==> config.mk <==
export PLATFORM = sky130hd
export DESIGN_NAME = lfsr16
export DESIGN_NICKNAME = d
export VERILOG_FILES = /design/src/rtl/ascii_gen_pkg.sv /design/src/rtl/test_ascii_stream_gen_lfsr16.sv
export SDC_FILE = /design/constraint.sdc
export NUM_CORES = 1
export LEC_CHECK = 0
export BUFFER_PORTS_ARGS = -buffer_cell sky130_fd_sc_hd__buf_2
export CORE_UTILIZATION = 25
export CTS_BUF_LIST = sky130_fd_sc_hd__clkbuf_16
export CTS_CLUSTER_SIZE = 16
export DETAILED_ROUTE_END_ITERATION = 8
export GPL_TIMING_DRIVEN = 0
export PLACE_DENSITY_LB_ADDON = 0.12
export REMOVE_ABC_BUFFERS = 1
export SKIP_LAST_GASP = 1
export SLEW_MARGIN = 20
export SYNTH_ARGS = -nofsm -noshare
export SYNTH_HDL_FRONTEND = slang
export SYNTH_SLANG_ARGS = --single-unit
==> constraint.sdc <==
create_clock -name clk -period 1.45 [get_ports clk]
set_input_delay 0.145 -clock clk [delete_from_list [all_inputs] [get_ports clk]]
set_output_delay 0.145 -clock clk [all_outputs]
set_load 0.02 [all_outputs]
==> src/rtl/ascii_gen_pkg.sv <==
// Shared types and constants for the ASCII test stream generator.
// Latency: n/a (declarations only).
// Backpressure: n/a (declarations only).
package ascii_gen_pkg;

  // Generator control states; DONE is a single-cycle completion marker.
  typedef enum logic [1:0] {
    ST_IDLE = 2'd0,
    ST_RUN  = 2'd1,
    ST_DONE = 2'd2
  } state_e;

  // Character source selection, captured when a run starts.
  typedef enum logic {
    MODE_SEQ  = 1'b0,
    MODE_RAND = 1'b1
  } mode_e;

  // LFSR value used at reset and whenever a zero seed is supplied
  // (an all-zero Fibonacci LFSR would lock up).
  localparam logic [15:0] LFSR_SEED_DEF = 16'hACE1;

  // One step of the 16-bit Fibonacci LFSR, taps 16,14,13,11.
  function automatic logic [15:0] lfsr16_next(input logic [15:0] s);
    logic fb;
    fb = s[15] ^ s[13] ^ s[12] ^ s[10];
    return {s[14:0], fb};
  endfunction

endpackage

==> src/rtl/test_ascii_stream_gen_lfsr16.sv <==
// 16-bit Fibonacci LFSR with synchronous load and single-step advance.
// Latency: load/advance visible on state one cycle after the edge.
// Backpressure: none; advances only when the caller asserts advance.
module lfsr16
  import ascii_gen_pkg::*;
#(
  parameter logic [15:0] RESET_VAL = ascii_gen_pkg::LFSR_SEED_DEF
) (
  input  logic        clk,
  input  logic        reset,
  input  logic        load,
  input  logic [15:0] load_value,
  input  logic        advance,
  output logic [15:0] state
);

  // Load has priority over advance so a new run always starts from its seed.
  always_ff @(posedge clk or posedge reset) begin
    if (reset) begin
      state <= RESET_VAL;
    end else if (load) begin
      state <= load_value;
    end else if (advance) begin
      state <= lfsr16_next(state);
    end
  end

endmodule

==> run metrics, run 1 <==
global route overflow 0; worst-path cell chain buf_2; Area Growth Syn to Fin 32.7%; DRC 0; Top-Level Pins 36; Routed Antenna Nets 0; Min Clock Period, post-route 1.13 ns; initial antenna violation count 0; CP max stage delay between 0.5 and 0.6 ns; Hold Crit Class in -> async; initial DRC count 25; Fin Setup TNS 0 ns; pre-CTS setup slack about 0.40 ns; H-tree Lvls 1; CP startpoint kind register; clk root buf clkbuf_16; CP top delay family flip-flops; vias in the first global route 558; CP Data Arrival Time 0.99 ns; number of synthesis warnings 0; DIE AREA roughly 3400 um^2; Final Slew Violations 0; Core Box Area a little over 3000 um^2; max reg flops 16; share of cells above drive strength 1 0.444; Biggest register state; Final setup viols 0; CTS tree built; Post-Syn Area approximately 800 um^2; Setup Fix Bufs, Post-CTS 0; input/output buffers 35; fillcell total 346; worst hold slack -0.0290 ns; DP Area ~1000 um^2; CP max FO 3; Initial Utilization 0.264; ant diodes 0; Tightest Pin Transition around 0.63 ns; final wirelength 1640 um; maxcap violations 0; CP Class reg -> out; clock sink count 16; worst-case clock skew between 0.003 and 0.004 ns; Cell variety after synth 15; Vias per Instance just over 4; clk buf depth 2; clock latency on the worst-skew pair about 0.24 ns; Yosys reg bits 16; crit end category output pin; Horiz. Die Dim slightly below 60 um; Max transition margin 0.582; gr usage total 0.106; cell area after layout about 1100 um^2; final hold vios 8; Placer Congestion 0.636; Die Height 58.7 um; clock slew at reported path FFs 0.05 ns; CP max stage cell dfstp_2; register area share after synthesis 0.510; fmax approximately 880 MHz; Top Registers state (16); P_leak roughly 0.53 nW; Post-Layout Cell Count roughly 150; status finished with violations; total CTS buffers 3; most common cell after layout, fill and taps aside buf_2; Tcrit/Tclk final 0.781; post-CTS sizing 0; WL per Instance roughly 11 um; # hold bufs at CTS 0; Req. time, crit path ~1.3 ns; Cell Rows 20; Syn Inst Count between 70 and 80; largest net degree at the start of global routing 34; failing checks hold timing; VDD IR max around 0.52 mV; 1st-pass router iterations 2; detailed placer's ending HPWL 1130 um; RSZ-0062 raised after global routing no; Mean Syn Cell Area 10.9 um^2; most frequent cells in the layout buf_2, o21ai_1, mux2i_1, nand2_1; pwr dens between 1000 and 1500 nW/um^2; Buffers & Inverters on Critical Path 1; final net count roughly 130; placed insts 148; wire length of the first global-routing pass around 2700 um; setup ws final around 0.32 ns; via count about 620
[power by group]
part           total, mW  switching (mW)  leakage [nW]  internal [mW]
clock              0.540           0.174        0.0385          0.366
sequential         0.559          0.0433         0.181          0.516
combinational      0.268           0.155         0.309          0.113
total               1.37           0.372         0.529          0.994
[final timing paths]
path | start | to | slack [ns] | depth (start not counted)
worst max-delay path | state[15] | state[15] | 0.32 | 1
worst min-delay path | reset | state[4] | -0.03 | 2
worst max register to register | state[10] | state[0] | 0.43 | 3
worst min register to register | state[11] | state[11] | 0.56 | 2
max in group asynchronous | reset | state[14] | 1.07 | 2
min in group clk | load_value[11] | state[11] | 0.10 | 3
[through the flow]
stage | power (mW) | hold slack [ns] | util
after floorplan | 0.724 | 0.0530 | -
after global placement | 0.837 | 0.269 | 0.324
after detailed placement | 0.841 | 0.267 | 0.324
after CTS | 1.40 | 0.000157 | 0.350
after global routing | 1.45 | 0.0141 | 0.350
final | 1.37 | -0.0290 | 0.350
[synth_stat cells]
library cell | instances | share of area
a21oi_1 | 1 | 0.0062
buf_12 | 1 | 0.025
buf_2 | 3 | 0.019
buf_6 | 1 | 0.014
dfrtp_1 | 8 | 0.25
dfstp_2 | 8 | 0.26
inv_1 | 1 | 0.0047
mux2i_1 | 15 | 0.19
nand2_1 | 15 | 0.070
nand2b_1 | 1 | 0.0078
nor3b_2 | 1 | 0.016
o21ai_1 | 16 | 0.10
xnor2_1 | 1 | 0.011
xor2_1 | 1 | 0.011
xor2_2 | 1 | 0.020
[layout make-up]
| class | count | area (um^2) | share of cell area |
|---|---|---|---|
| repair buffers | 35 | 175 | 0.164 |
| flip-flops and latches | 16 | 410 | 0.385 |
| clock inverters | 1 | 3.75 | 0.00352 |
| inverters | 1 | 3.75 | 0.00352 |
| well taps | 44 | 55.1 | 0.0516 |
| multi-input cells | 52 | 344 | 0.322 |
| clock buffers | 3 | 75.1 | 0.0703 |
[cell families after synthesis]
logic type,share of synthesized area
simple gates,0.0933
mux,0.187
flops,0.510
compound gates,0.106
buf+inv,0.0622
xor+xnor,0.0420
[routing by layer]
layer  wire, um  GRT usage
met4         11     0.0306
met5          0          0
met2        752      0.153
met1        790      0.140
met3         90     0.0527
(Power assumes the default switching activity.)
==> run 2: changes to the inputs <==
==> constraint.sdc (replaced) <==
create_clock -name clk -period 1 [get_ports clk]
set_input_delay 0.1 -clock clk [delete_from_list [all_inputs] [get_ports clk]]
set_output_delay 0.1 -clock clk [all_outputs]
set_load 0.02 [all_outputs]
==> run 2 against run 1 <==
Against the previous run:
- the run ends with setup timing left
- clock-buffer cell count is the same
- critical endpoint unchanged
- hold slack gained 0.083 ns
- global-route usage grew 0.46 points
- highest routed layer unchanged
- non-clock buffer count grew 6
- combinational power grew 78%
- largest cell class unchanged
- die area is the same
- cell area grew 9.7%
- utilization grew 3.4 points
- first-iteration DRC count shrank 8.0%
- power grew 52%
- clock power grew 45%
==> run metrics, run 2 (synthesis results as in run 1) <==
Die Height 58.7 um; input/output buffers 35; CP top delay family flip-flops; DRC 0; placed insts around 150; pre-CTS setup slack -0.0269 ns; Buffers & Inverters on Critical Path 1; CP max FO 3; Req. time, crit path about 0.90 ns; ant diodes 0; largest net degree at the start of global routing 34; detailed placer's ending HPWL between 1000 and 1500 um; reg2reg end state[0]; Tcrit/Tclk final 1.06; final hold vios 0; Horiz. Die Dim approximately 59 um; gr usage total 0.111; pwr dens approximately 1800 nW/um^2; hold path cells 3; clock latency on the worst-skew pair ~0.24 ns; Hold Crit Class in -> reg; most frequent cells in the layout buf_2, o21ai_1, mux2i_1, nand2_1, buf_6; share of cells above drive strength 1 0.465; Min Clock Period, post-route approximately 1.1 ns; Fin Setup TNS -0.159 ns; NetSw 559 uW; clock sink count 16; fmax roughly 950 MHz; CP max stage cell dfstp_2; Internal between 1.5 and 2 mW; Post-Layout Cell Count 158; Max transition margin 0.577; Cell Rows 20; Core Box Area 3050 um^2; Clk pwr share 0.378; via count between 600 and 700; Sw Ratio 0.269; Tightest Pin Transition around 0.63 ns; WL per Instance 11.0 um; Reg2Reg Setup Slack -0.02 ns; CP startpoint kind register; Worst setup startpoint state[15]; global route overflow 0; fillcell total 342; power share of the sequential group 0.392; Placer Congestion between 0.6 and 0.7; Reg2Reg Launch Point state[10]; CP Class reg -> out; Vias per Instance slightly above 4; setup ws final -0.0561 ns; Comb power frac 0.229; Biggest register state; most common cell after layout, fill and taps aside buf_2; failing checks setup timing; worst-case clock skew between 0.002 and 0.003 ns; worst hold slack approximately 0.054 ns; initial DRC count 23; Final setup viols 4; status finished with violations; clk root buf clkbuf_16; Final Slew Violations 0; maxcap violations 0; final wirelength roughly 1700 um; Top-Level Pins 36; Initial Utilization 0.264; Hold EP state[11]; total CTS buffers 3; max reg flops 16; CP Data Arrival Time ~0.96 ns; P_leak 0.574 nW; Area Growth Syn to Fin 45.6%; CP max stage delay 0.58 ns; hold path start load_value[11]; clk buf depth 2; VDD IR max 0.762 mV; initial antenna violation count 0; vias in the first global route ~600; DIE AREA 3450 um^2; crit end category output pin; final net count between 100 and 150; Routed Antenna Nets 0; worst-path cell chain buf_6; 1st-pass router iterations 3; wire length of the first global-routing pass between 2000 and 3000 um; total power 2.08 mW; Top Registers state (16); CTS tree built; worst-case reg-to-reg path depth 3; H-tree Lvls 1; clock slew at reported path FFs roughly 0.05 ns; RSZ-0062 raised after global routing yes
run 2: per-layer routing:
metal / track usage / share of wire / vias to the layer above
met1: 0.145 / 0.45 / 286
met5: 0 / 0 / -
met2: 0.162 / 0.49 / 21
met4: 0.0306 / 0.0063 / 0
met3: 0.0527 / 0.052 / 2
li1: - / - / 333
run 2: power groups by stage:
stage / clock network, mW / registers (mW) / logic [mW]
detailed placement: 0 / 0.822 / 0.397
global placement: 0 / 0.820 / 0.394
floorplan: 0 / 0.904 / 0.146
global route: 0.846 / 0.827 / 0.519
CTS: 0.817 / 0.816 / 0.479
finish: 0.785 / 0.814 / 0.476
run 2: layout make-up:
class / instances / area, um^2 / area share
clock inverters: 1 / 3.75 / 0.00321
flip-flops and latches: 16 / 410 / 0.350
inverters: 1 / 3.75 / 0.00321
well taps: 44 / 55.1 / 0.0470
clock buffers: 3 / 75.1 / 0.0641
repair buffers: 41 / 279 / 0.238
multi-input cells: 52 / 344 / 0.294
run 2: per-stage QoR:
stage	cell area (um^2)	utilization
global route	1170	0.384
detailed placement	988	0.324
floorplan	758	-
global placement	988	0.324
finish	1170	0.384
CTS	1160	0.382
run 2: how the worst max path moves through the flow:
| stage | end | cells past startpoint | slack, ns |
|---|---|---|---|
| finish | state[15] | 1 | -0.06 |
| global route | state[15] | 1 | -0.08 |
| CTS | state[15] | 1 | -0.08 |
| detailed placement | state[0] | 3 | -0.03 |
| global placement | state[0] | 3 | -0.02 |
| floorplan | state[0] | 3 | -0.05 |
run 2: timing repair:
action	4_1_cts	5_1_grt
endpoints found under the hold margin	8	0
hold buffers	1	0
gates resized for setup	16	2
setup endpoints to repair	9	11
setup buffers	5	0
pin swaps	2	0
run 2: worst reg2reg max path: stages (launching register included):
cell and delay (ns):
dfstp_2 0.57, xor2_1 0.18, xnor2_1 0.13, o21ai_1 0.07
==> run 3: changes to the inputs <==
--- a/config.mk
+++ b/config.mk
@@ -6,11 +6,12 @@
 export NUM_CORES = 1
 export LEC_CHECK = 0
 export BUFFER_PORTS_ARGS = -buffer_cell sky130_fd_sc_hd__buf_2
-export CORE_UTILIZATION = 25
+export CORE_UTILIZATION = 40
 export CTS_BUF_LIST = sky130_fd_sc_hd__clkbuf_16
 export CTS_CLUSTER_SIZE = 16
 export DETAILED_ROUTE_END_ITERATION = 8
 export GPL_TIMING_DRIVEN = 0
+export HOLD_SLACK_MARGIN = 0.03
 export PLACE_DENSITY_LB_ADDON = 0.12
 export REMOVE_ABC_BUFFERS = 1
 export SKIP_LAST_GASP = 1
==> run 3 against run 2 <==
Against the previous run:
- the run still ends with setup timing left
- sequential power is essentially flat
- register-to-register slack is essentially flat
- clock skew decreased by 0.0019 ns
- routed wire length shrank 10%
- critical path depth did not move
- non-clock buffer count did not move
- critical endpoint is now state[10]
- clock power is 2% lower
- global-route usage increased by 4.6 points
- largest cell class unchanged
- power fell by 0.79%
- via count grew 0.93%
- cell area down 1.6%
==> run metrics, run 3 (synthesis results as in run 1) <==
clock sink count 16; wire length of the first global-routing pass 2380 um; NetSw between 500 and 600 uW; via count 648; CP Data Arrival Time 0.96 ns; CTS tree built; Horiz. Die Dim about 47 um; pre-CTS setup slack -0.0357 ns; WL per Instance 11.2 um; CP top delay family flip-flops; clock latency on the worst-skew pair about 0.24 ns; fmax between 900 and 1000 MHz; Vias per Instance 4.66; CP max FO 3; ant diodes 0; largest net degree at the start of global routing 34; CP max stage delay 0.58 ns; Final Slew Violations 0; Max transition margin 0.662; clk buf depth 2; maxcap violations 0; Core Box Area about 1800 um^2; worst-path cell chain buf_6; pwr dens 1790 nW/um^2; detailed placer's ending HPWL between 1000 and 1500 um; most common cell after layout, fill and taps aside buf_2; Die Height approximately 47 um; Comb power frac 0.231; CP startpoint kind register; share of cells above drive strength 1 0.482; Area Growth Syn to Fin 43.2%; Sw Ratio 0.265; initial antenna violation count 0; Routed Antenna Nets 0; power share of the sequential group 0.396; max reg flops 16; CP max stage cell dfstp_2; failing checks setup timing; Final setup viols 4; final net count 135; Buffers & Inverters on Critical Path 1; worst-case clock skew approximately 0.00087 ns; DIE AREA between 2000 and 2500 um^2; clk root buf clkbuf_16; Cell Rows 15; RSZ-0062 raised after global routing yes; CP Class reg -> out; input/output buffers 35; final hold vios 0; 1st-pass router iterations 3; Hold Crit Class in -> reg; Req. time, crit path 0.90 ns; VDD IR max 0.886 mV; crit end category output pin; Tcrit/Tclk final 1.06; clock slew at reported path FFs roughly 0.05 ns; cell area after layout roughly 1200 um^2; DRC 0; Top Registers state (16); most frequent cells in the layout buf_2, o21ai_1, mux2i_1, nand2_1; Top-Level Pins 36; Biggest register state; total CTS buffers 3; Internal between 1.5 and 2 mW; gr usage total 0.157; P_leak 0.568 nW; H-tree Lvls 1; vias in the first global route roughly 570; Placer Congestion 0.639; global route overflow 0; Initial Utilization 0.447; status finished with violations; final wirelength 1560 um; DP Area 965 um^2; Clk pwr share 0.373; Tightest Pin Transition between 0.5 and 0.6 ns; initial DRC count 2; setup ws final -0.0572 ns; Min Clock Period, post-route 1.06 ns
-- run 3: changes by cell type in the layout (fill, tap and decap cells not counted) --
cell,delta
inv_1,-1
xor2_1,-1
buf_2,+1
clkinvlp_4,+1
xor2_2,+1
buf_6,-1
-- run 3: final timing paths --
check                                from         to  slack [ns]  depth (start not counted)
min reg2reg                      state[3]   state[4]        0.57                          2
max reg2reg                     state[13]   state[0]       -0.01                          3
min in group asynchronous           reset   state[3]        0.41                          3
max                             state[10]  state[10]       -0.06                          1
min                        load_value[14]  state[14]        0.06                          3
max in group asynchronous           reset   state[5]        0.31                          3
-- run 3: final cells by class --
class                   count  area (um^2)
clock buffers               3         75.1
well taps                  25         31.3
fillers                   166          649
clock inverters             1         3.75
multi-input cells          52          352
repair buffers             41          273
flip-flops and latches     16          410
inverters                   1         7.51
-- run 3: power by group through the flow --
| stage | registers (mW) | logic [mW] | clock network (mW) |
|---|---|---|---|
| CTS | 0.812 | 0.476 | 0.777 |
| floorplan | 0.904 | 0.146 | 0 |
| detailed placement | 0.818 | 0.394 | 0 |
| finish | 0.815 | 0.476 | 0.768 |
| global route | 0.826 | 0.522 | 0.802 |
| global placement | 0.816 | 0.389 | 0 |
-- run 3: per-stage QoR --
step / TNS, ns / hold WS [ns] / cells / total power [mW] / utilization
2_1_floorplan: -0.0538 / 0.00801 / 69 / 1.05 / -
3_3_place_gp: -0.0166 / 0.195 / 129 / 1.21 / 0.535
3_5_place_dp: -0.0357 / 0.192 / 129 / 1.21 / 0.535
4_1_cts: -0.132 / 0.0636 / 139 / 2.06 / 0.633
5_1_grt: -0.434 / 0.0681 / 139 / 2.15 / 0.640
6_report: -0.161 / 0.0595 / 139 / 2.06 / 0.640
-- run 3: per-layer routing --
layer / vias to the layer above / track usage / wire, um
met1: 299 / 0.190 / 715
li1: 330 / - / -
met4: 0 / 0.0857 / 8
met5: - / 0 / 0
met2: 17 / 0.258 / 791
met3: 2 / 0.0346 / 48
-- run 3: what timing repair did --
item,in CTS,in global routing
endpoints found under the setup margin,9,18
hold buffers,1,0
hold endpoints to repair,8,0
setup buffers,5,0
pin swaps,3,0
gates resized for setup,16,2
